<file path="config.mk">
export PLATFORM = sky130hd
export DESIGN_NAME = mod_addsub_serial
export DESIGN_NICKNAME = d
export VERILOG_FILES = /design/src/rtl/mod_arith_pkg.sv /design/src/rtl/limb_addsub.sv /design/src/rtl/mod_addsub_serial.sv
export SDC_FILE = /design/constraint.sdc
export NUM_CORES = 2
export LEC_CHECK = 0
export CAP_MARGIN = 20
export CORE_MARGIN = 3
export CORE_UTILIZATION = 50
export CTS_BUF_LIST = sky130_fd_sc_hd__clkbuf_2
export DETAILED_ROUTE_END_ITERATION = 8
export PLACE_DENSITY_LB_ADDON = 0.3
export SKIP_LAST_GASP = 1
export SLEW_MARGIN = 25
export SYNTH_ARGS = -nofsm -noshare
export SYNTH_HDL_FRONTEND = slang
export SYNTH_SLANG_ARGS = --single-unit
</file>
<file path="constraint.sdc">
create_clock -name clk -period 7 [get_ports clk]
set_input_delay 1.4 -clock clk [delete_from_list [all_inputs] [get_ports clk]]
set_output_delay 1.4 -clock clk [all_outputs]
set_load 0.03 [all_outputs]
</file>
<file path="src/rtl/mod_arith_pkg.sv">
// Shared constants and types for the serial modular add/subtract block.
package mod_arith_pkg;

    localparam logic [255:0] SECP256K1_P =
        256'hFFFFFFFF_FFFFFFFF_FFFFFFFF_FFFFFFFF_FFFFFFFF_FFFFFFFF_FFFFFFFE_FFFFFC2F;

    localparam logic OP_ADD = 1'b0;
    localparam logic OP_SUB = 1'b1;

    typedef enum logic [1:0] {
        ST_IDLE,
        ST_PASS1,
        ST_PASS2,
        ST_DONE
    } state_t;

endpackage

</file>
<file path="src/rtl/limb_addsub.sv">
// One LIMB-bit add/subtract slice. cin/cout are a carry when sub=0 and a borrow when sub=1.
module limb_addsub #(
    parameter int LIMB = 64
) (
    input  logic [LIMB-1:0] a,
    input  logic [LIMB-1:0] b,
    input  logic            sub,
    input  logic            cin,
    output logic [LIMB-1:0] sum,
    output logic            cout
);

    logic [LIMB:0] raw;

    // a - b - borrow == a + ~b + ~borrow; the raw carry out is the inverted borrow.
    always_comb begin
        raw  = {1'b0, a} + {1'b0, (sub ? ~b : b)} + {{LIMB{1'b0}}, (sub ? ~cin : cin)};
        sum  = raw[LIMB-1:0];
        cout = raw[LIMB] ^ sub;
    end

endmodule

</file>
<file path="src/rtl/mod_addsub_serial.sv">
// Limb-serial (x +/- y) mod MODULUS: one pass for the raw sum/difference, one for the correction.
// Subtraction is compiled in only when MOD_ADDSUB_SUB_EN is defined.
module mod_addsub_serial
    import mod_arith_pkg::*;
#(
    parameter int               WIDTH   = 256,
    parameter int               LIMB    = 64,
    parameter logic [WIDTH-1:0] MODULUS = WIDTH'(SECP256K1_P)
) (
    input  logic             clk,
    input  logic             reset,
    input  logic             in_valid,
    output logic             in_ready,
    input  logic             op,
    input  logic [WIDTH-1:0] x,
    input  logic [WIDTH-1:0] y,
    output logic             out_valid,
    input  logic             out_ready,
    output logic [WIDTH-1:0] result,
    output logic             busy
);

    localparam int N  = WIDTH / LIMB;
    localparam int CW = (N > 1) ? $clog2(N) : 1;
    localparam int IW = $clog2(WIDTH) + 1;

    state_t            state_q, state_d;
    logic [WIDTH-1:0]  x_q, x_d, y_q, y_d, s_q, s_d, t_q, t_d, result_q, result_d;
    logic [CW-1:0]     cnt_q, cnt_d;
    logic              carry_q, carry_d, c1_q, c1_d, b2_q, b2_d;
    logic              out_valid_q, out_valid_d;
    logic              op_sub, use_t;
    logic [IW-1:0]     lo;
    logic [LIMB-1:0]   la_a, la_b, la_sum;
    logic              la_sub, la_cout;

`ifdef MOD_ADDSUB_SUB_EN
    logic op_q, op_d;
    assign op_sub = (op_q == OP_SUB);
    assign use_t  = op_sub ? c1_q : (c1_q | ~b2_q);
`else
    logic op_unused;
    assign op_unused = op;
    assign op_sub    = 1'b0;
    assign use_t     = c1_q | ~b2_q;
`endif

    limb_addsub #(.LIMB(LIMB)) u_limb (
        .a    (la_a),
        .b    (la_b),
        .sub  (la_sub),
        .cin  (carry_q),
        .sum  (la_sum),
        .cout (la_cout)
    );

    // Pass 1 computes x op y; pass 2 applies the modulus in the opposite direction.
    always_comb begin
        lo     = IW'(cnt_q) * IW'(LIMB);
        la_a   = (state_q == ST_PASS2) ? s_q[lo +: LIMB] : x_q[lo +: LIMB];
        la_b   = (state_q == ST_PASS2) ? MODULUS[lo +: LIMB] : y_q[lo +: LIMB];
        la_sub = (state_q == ST_PASS2) ? ~op_sub : op_sub;
    end

    always_comb begin
        state_d     = state_q;
        x_d         = x_q;
        y_d         = y_q;
        s_d         = s_q;
        t_d         = t_q;
        result_d    = result_q;
        cnt_d       = cnt_q;
        carry_d     = carry_q;
        c1_d        = c1_q;
        b2_d        = b2_q;
        out_valid_d = out_valid_q;
`ifdef MOD_ADDSUB_SUB_EN
        op_d        = op_q;
`endif
        case (state_q)
            ST_IDLE: begin
                if (in_valid) begin
                    x_d     = x;
                    y_d     = y;
`ifdef MOD_ADDSUB_SUB_EN
                    op_d    = op;
`endif
                    cnt_d   = '0;
                    carry_d = 1'b0;
                    state_d = ST_PASS1;
                end
            end
            ST_PASS1: begin
                s_d[lo +: LIMB] = la_sum;
                carry_d         = la_cout;
                cnt_d           = cnt_q + CW'(1);
                if (cnt_q == CW'(N - 1)) begin
                    c1_d    = la_cout;
                    carry_d = 1'b0;
                    cnt_d   = '0;
                    state_d = ST_PASS2;
                end
            end
            ST_PASS2: begin
                t_d[lo +: LIMB] = la_sum;
                carry_d         = la_cout;
                cnt_d           = cnt_q + CW'(1);
                if (cnt_q == CW'(N - 1)) begin
                    b2_d    = la_cout;
                    carry_d = 1'b0;
                    cnt_d   = '0;
                    state_d = ST_DONE;
                end
            end
            ST_DONE: begin
                // First DONE cycle latches the selected result; then hold until taken.
                if (!out_valid_q) begin
                    result_d    = use_t ? t_q : s_q;
                    out_valid_d = 1'b1;
                end else if (out_ready) begin
                    out_valid_d = 1'b0;
                    state_d     = ST_IDLE;
                end
            end
            default: state_d = ST_IDLE;
        endcase
    end

    always_ff @(posedge clk) begin
        if (reset) begin
            state_q     <= ST_IDLE;
            x_q         <= '0;
            y_q         <= '0;
            s_q         <= '0;
            t_q         <= '0;
            result_q    <= '0;
            cnt_q       <= '0;
            carry_q     <= 1'b0;
            c1_q        <= 1'b0;
            b2_q        <= 1'b0;
            out_valid_q <= 1'b0;
`ifdef MOD_ADDSUB_SUB_EN
            op_q        <= OP_ADD;
`endif
        end else begin
            state_q     <= state_d;
            x_q         <= x_d;
            y_q         <= y_d;
            s_q         <= s_d;
            t_q         <= t_d;
            result_q    <= result_d;
            cnt_q       <= cnt_d;
            carry_q     <= carry_d;
            c1_q        <= c1_d;
            b2_q        <= b2_d;
            out_valid_q <= out_valid_d;
`ifdef MOD_ADDSUB_SUB_EN
            op_q        <= op_d;
`endif
        end
    end

    assign in_ready  = (state_q == ST_IDLE);
    assign busy      = (state_q != ST_IDLE);
    assign out_valid = out_valid_q;
    assign result    = result_q;

endmodule

</file>
Word level (Yosys, flattened, before mapping)
Cells that the tools add are included.
- bits in latches: 0
- bits in writable memories: 0
- memory bits (read-only): 0
- memories kept: 0
- word-level logic and storage cells: 68
- register bits after elaboration: 1288
- bitwise gates (word level): 6
- reductions and logical operators: 10
- multiply operators: 0
- shifts and indexed selects: 6
- eq/ne operators: 9
- add/subtract/negate cells: 4
- divide/modulo/power cells: 0
- magnitude comparators: 0
- mux-type cells: 22
- operator list (cell ; number):
    $shiftx 256x9->64 ; 3
    $bwmux 256 ; 2
    $mux 256 ; 1
    $shift 64x11->256 const A ; 1
    $shiftx 256x9->64 const A ; 1
    $shiftx 64x11->256 ; 1
    $mux 64 ; 3
    $add 64x64->65 ; 1
    $add 65x1->65 ; 1
    $not 64->64 ; 1
    $mux 2 ; 7
    $neg 8->11 ; 1
    $reduce_and 2->1 ; 5
    $ne 2x2->1 const B ; 4
    $pmux 2 s4 ; 1
    $eq 2x2->1 const B ; 3
    $mux 1 ; 6
    $reduce_and 5->1 ; 1
    $pmux 2 s2 ; 1
    $reduce_bool 2->1 ; 2
    $not 1->1 ; 3
    $add 2x1->2 const B ; 1
    $eq 2x1->1 const B ; 1
    $logic_not 2->1 ; 1
    other kinds (5) ; 5

Logic depth before layout (Yosys ltp)
- word-level depth: 9
- mapped depth: 22

By module
A second synthesis with hierarchy kept.
- cells, all modules: 7056
- area total of the unflattened synthesis: 57478.9 µm²
- modules (own cells, without submodules) (module ; instances ; sequential area each (µm²) ; cells an instance ; area each (µm²)):
    mod_addsub_serial ; 1 ; 25784.7 ; 6456 ; 53253.6
    limb_addsub ; 1 ; 0.0 ; 600 ; 4225.3

Worst setup path before layout
Ideal clock, no wire load.
- path type: reg2reg
- start point: reg cnt_q[0]
- end point: reg s_q[120]
- arrival: 5113 ps
- stages on the path, launching flop included: 19
- data required time: 6883 ps
- library setup time: 117 ps
- setup slack: 1770 ps
- path through: dfxtp_1 clkbuf_1 clkbuf_1 buf_1 mux4_2 nor2b_1 fa_1 fa_1 a211oi_1 o21ai_2 o2111ai_1 a21o_1 a21oi_2 o211ai_2 or2_4 nor4_1 or4_4 buf_6 a22o_1
- cells in the longest elaborated chain, start to end: 8
- elaborated cells between the ends (all ways): 14
- ends and longest elaborated chain (what ; RTL line ; RTL):
    start, declared ; mod_addsub_serial.sv:29 ; logic [CW-1:0] cnt_q, cnt_d;
    start signal, assigned ; mod_addsub_serial.sv:152 ; cnt_q <= cnt_d;
    $shiftx 256x9->64 ; mod_addsub_serial.sv:61 ; la_b = (state_q == ST_PASS2) ? MODULUS[lo +: LIMB] : y_q[lo +: LIMB];
    $mux 64 ; mod_addsub_serial.sv:61 ;
    $not 64->64 ; limb_addsub.sv:17 ; raw = {1'b0, a} + {1'b0, (sub ? ~b : b)} + {{LIMB{1'b0}}, (sub ? ~cin : cin)};
    $mux 64 ; limb_addsub.sv:17 ;
    $add 64x64->65 ; limb_addsub.sv:17 ;
    $add 65x1->65 ; limb_addsub.sv:17 ;
    $shiftx 64x11->256 ; mod_addsub_serial.sv:94 ; s_d[lo +: LIMB] = la_sum;
    $bwmux 256 * ; mod_addsub_serial.sv:94 ;
    end signal, assigned ; mod_addsub_serial.sv:134 ; s_q <= '0;
    end signal, assigned ; mod_addsub_serial.sv:149 ; s_q <= s_d;
    end, declared ; mod_addsub_serial.sv:28 ; logic [WIDTH-1:0] x_q, x_d, y_q, y_d, s_q, s_d, t_q, t_d, result_q, result_d;
Every way passes the cells marked *; elsewhere a longest branch is shown, timed or not.
A chain may end at the register's enable or synchronous reset.

Worst setup path in the final report
- start point: reg state_q[0]
- end point: reg s_q[182]
- cells in the longest elaborated chain, start to end: 8
- elaborated cells between the ends (all ways): 12
- ends and longest elaborated chain (what ; RTL line ; RTL):
    start, declared ; mod_addsub_serial.sv:27 ; state_t state_q, state_d;
    start signal, assigned ; mod_addsub_serial.sv:146 ; state_q <= state_d;
    $eq 2x2->1 ; mod_addsub_serial.sv:60, mod_addsub_serial.sv:61, mod_addsub_serial.sv:62 ;
    $mux 64 ; mod_addsub_serial.sv:61 ;
    $not 64->64 ; limb_addsub.sv:17 ;
    $mux 64 ; limb_addsub.sv:17 ;
    $add 64x64->65 ; limb_addsub.sv:17 ;
    $add 65x1->65 ; limb_addsub.sv:17 ;
    $shiftx 64x11->256 ; mod_addsub_serial.sv:94 ;
    $bwmux 256 ; mod_addsub_serial.sv:94 ;
Parallel ways exist; a longest one is shown, timed or not.

==> results.md <==
- Status: finished clean
- PostCTS Resize Cnt: 0
- Die area: 0.114 sq mm
- Die Y: 337 um
- Hold Crit Class: in2reg
- CTS max path bufs: 4
- Ordered cell list for the critical path: inv_1 -> ha_4 -> buf_12 -> buf_4 -> mux4_2 -> nand2_1 -> nand2_1 -> ha_1 -> a21oi_1 -> o21bai_1 -> a21oi_1 -> o21ai_0 -> a2111oi_0 -> buf_4 -> nand3_1 -> a31oi_1 -> o21ai_1 -> xor2_1 -> a22o_1
- Critical path's top delay family: compound AO/OA/AOI/OAI gates
- Reg clk slew, reported paths: 0.11 ns
- Synth warn: 0
- Clock power share: 0.215
- Final Max Tran Viols: 0
- Seq cells post-synth: 1288
- Drt pass-1 iters: 8
- CP endpoint kind: flop
- Clock Latency Late Sink: 1.64 ns
- Period Utilization, post-route: 0.857
- Setup ws final: 1.00 ns
- CP Launch Type: flop
- # H-tree levels: 5
- Area grow syn2layout: 20.7%
- Largest net degree at the start of global routing: 225
- GRT Util Overall: 0.360
- Syn Nets: 7153
- Top_reg_cell synth: dfxtp_1
- Mapped Cells: 6561
- Reg power frac: 0.386
- Crit path time final: 6.00 ns
- Initial antenna violation count: 36
- Final hold violations: 0
- CP max-delay cell: xor2_1
- Grt total ovfl: 0
- Wirelength, routed: 212000 um
- CTS Hold Buffers Added: 0
- DP HPWL: 146000 um
- CTS Root Cell: clkbuf_2
- Internal: 0.0132 W
- GPL Wtd Cong: 0.941
- WP buf/inv: 4
- WL per Instance: 23.9 um
- Static Leak: 23.8 nW
- Setup_tns: 0 ns
- Port Buffers: 774
- Logic pwr share: 0.398
- Vias in the first global route: 49800
- Core footprint: 0.108 sq mm
- Final setup fails: 0
- Count of cell types in the netlist: 65
- First-pass GRT wire length: 309000 um
- Clk_skew: 0.184 ns
- MaxCap Viol Count: 0
- Crit Path Category: reg2reg
- Vias/cell: 5.91
- Vias post-DR: 52300
- Antenna Nets Post-Route: 0
- 1st-iter DRT viols: 5525
- EDFF count, synth: 0
- Async SR Flop Fraction: 0
- IO Count: 776
- Mapped Avg Cell Area: 8.36 sq um
- Power Density: 350 mW/mm^2
- Post-Syn Area: 0.0549 sq mm
- Relative slew slack: 0.129
- Worst Tran Pin Value: 1.31 ns
- Worst path required time: 8.50 ns
- Final net count: 7812
- Die W: 337 um
- Std cell rows: 120
- Initial Util: 0.508
- RSZ-0062 raised after global routing: false
- Share of layout cells above drive strength 1: 0.111
- Max FO, Critical Path: 40
- Post-CTS Setup Repair Bufs: 0
- Clock sinks: 1288
- Setup WS pre-CTS: 1.08 ns
- CTS tree: yes
- Slowest stage delay, CP: 0.81 ns
- IR Drop Worst-Case VDD: 262 uV
- P_sw: 0.00997 W
- Cts bufs inserted: 344
- Highest Clock Rate: 0.167 GHz
- Seq/Total Area, Yosys: 0.470
- Sw Ratio: 0.430
- CP arrival: 7.50 ns
- DRC: 0
layout make-up:
type | count | area, sq um
Tap cell | 1403 | 1760
Antenna cell | 39 | 97.6
Timing Repair Buffer | 860 | 8630
Sequential cell | 1288 | 25800
Inverter | 25 | 93.8
Clock inverter | 60 | 322
Fill cell | 9608 | 41700
Clock buffer | 482 | 2410
Multi-Input combinational cell | 4701 | 27100
path summary, 6_finish.rpt:
kind | cells after the start | start | slack (ns) | to
worst min register to register | 2 | t_q[141]$_SDFFE_PP0P_ | 0.37 | result[141]$_SDFFE_PP0P_
worst max register to register | 19 | state_q[0]$_SDFFE_PP0P_ | 1.00 | s_q[182]$_SDFFE_PP0P_
worst min-delay path | 2 | reset | 0.30 | y_q[186]$_SDFFE_PP0P_
worst max-delay path | 19 | state_q[0]$_SDFFE_PP0P_ | 1.00 | s_q[182]$_SDFFE_PP0P_
layer usage:
layer | global-route usage | vias to the layer above | part of all wire
li1 | - | 24200 | -
met4 | 0.254 | 4 | 0.073
met2 | 0.574 | 2711 | 0.47
met5 | 0 | - | 0.00014
met3 | 0.0884 | 571 | 0.094
met1 | 0.426 | 24900 | 0.37
metrics by stage:
step | instances | area (sq um) | utilization | hold slack [ns] | total power, W
final | 8858 | 66200 | 0.613 | 0.298 | 0.0232
after CTS | 8818 | 66100 | 0.612 | 0.137 | 0.0232
after global routing | 8849 | 66200 | 0.613 | 0.190 | 0.0243
after global placement | 8275 | 63300 | 0.586 | 0.434 | 0.0181
after detailed placement | 8276 | 63300 | 0.587 | 0.442 | 0.0182
after floorplan | 6561 | 54900 | - | 0.425 | 0.0144
cells in the final DEF (no fill, tap or decap), drive strengths merged, types with 112 or more instances in the layout:
master            n
clkdlybuf4s50   773
nand2          2072
nor2            485
o21ai           112
dfxtp          1288
a311oi          256
a22o            216
a21oi           776
mux4            186
clkbuf          482
worst reg2reg max path, cell delays in order, from the launching register on:
cell       delay, ns
dfxtp_1         0.35
inv_1           0.13
ha_4            0.55
buf_12          0.37
buf_4           0.43
mux4_2          0.43
nand2_1         0.11
nand2_1         0.09
ha_1            0.36
a21oi_1         0.30
o21bai_1        0.11
a21oi_1         0.19
o21ai_0         0.24
a2111oi_0       0.49
buf_4           0.20
nand3_1         0.08
a31oi_1         0.38
o21ai_1         0.12
xor2_1          0.81
a22o_1          0.24
kinds of logic (layout without fill, tap and decap cells):
| kind of cell | Yosys count | after routing | synth area share |
|---|---|---|---|
| DFF | 1288 | 1288 | 0.470 |
| xor gates and xnor gates | 58 | 58 | 0.00953 |
| adders and majority gates | 75 | 75 | 0.0174 |
| buffers and inverters | 572 | 1427 | 0.0394 |
| and+or+nand+nor | 2830 | 2830 | 0.204 |
| muxes | 195 | 195 | 0.0780 |
| other | 0 | 39 | 0 |
| AOI/OAI and AO/OA | 1543 | 1543 | 0.182 |
synthesized netlist by cell type, types with 2 or more instances:
cell | instances | share of area
nand2_1 | 2071 | 0.14
dfxtp_1 | 1288 | 0.47
a21oi_1 | 775 | 0.071
nor2_1 | 485 | 0.033
clkbuf_1 | 467 | 0.032
a311oi_1 | 256 | 0.041
a22o_1 | 216 | 0.034
mux4_2 | 186 | 0.076
o21ai_0 | 108 | 0.0099
nand3_1 | 97 | 0.0088
buf_1 | 74 | 0.0051
ha_1 | 73 | 0.017
a22oi_1 | 72 | 0.0099
nor2b_1 | 64 | 0.0073
a21o_1 | 32 | 0.0044
xnor2_1 | 29 | 0.0046
xor2_1 | 27 | 0.0043
nand4_1 | 26 | 0.0030
inv_1 | 25 | 0.0017
nor3_1 | 24 | 0.0022
or3_1 | 19 | 0.0022
and2_1 | 15 | 0.0017
o21bai_1 | 15 | 0.0021
a31oi_1 | 13 | 0.0015
mux2i_1 | 9 | 0.0016
and3_1 | 8 | 0.00091
o211ai_1 | 8 | 0.0011
o21a_1 | 7 | 0.00096
a211oi_1 | 6 | 0.00082
nand2b_1 | 6 | 0.00068
o22ai_1 | 6 | 0.00068
buf_2 | 5 | 0.00046
a221oi_1 | 3 | 0.00048
nand3b_1 | 3 | 0.00041
nor4_1 | 3 | 0.00034
o211a_1 | 3 | 0.00055
o21ai_1 | 3 | 0.00027
a21boi_0 | 2 | 0.00027
fa_1 | 2 | 0.00073
o31a_1 | 2 | 0.00032
o41ai_1 | 2 | 0.00032
or4_1 | 2 | 0.00027
xnor2_2 | 2 | 0.00059
power groups by stage:
| stage | Clock [W] | Sequential [W] | Combinational (W) |
|---|---|---|---|
| 6_report | 0.00499 | 0.00896 | 0.00923 |
| 5_1_grt | 0.00545 | 0.00903 | 0.00980 |
| 4_1_cts | 0.00507 | 0.00893 | 0.00916 |
| 3_5_place_dp | 0 | 0.00910 | 0.00913 |
| 3_3_place_gp | 0 | 0.00907 | 0.00901 |
| 2_1_floorplan | 0 | 0.00923 | 0.00519 |
state kept, by name, summed over array words and instances (netlist names):
signal     cells
state_q        2
b2_q           1
cnt_q          2
c1_q           1
result       256
carry_q        1
s_q          256
y_q          256
out_valid      1
x_q          256
t_q          256
No activity file was read; power rests on OpenSTA's default activity.
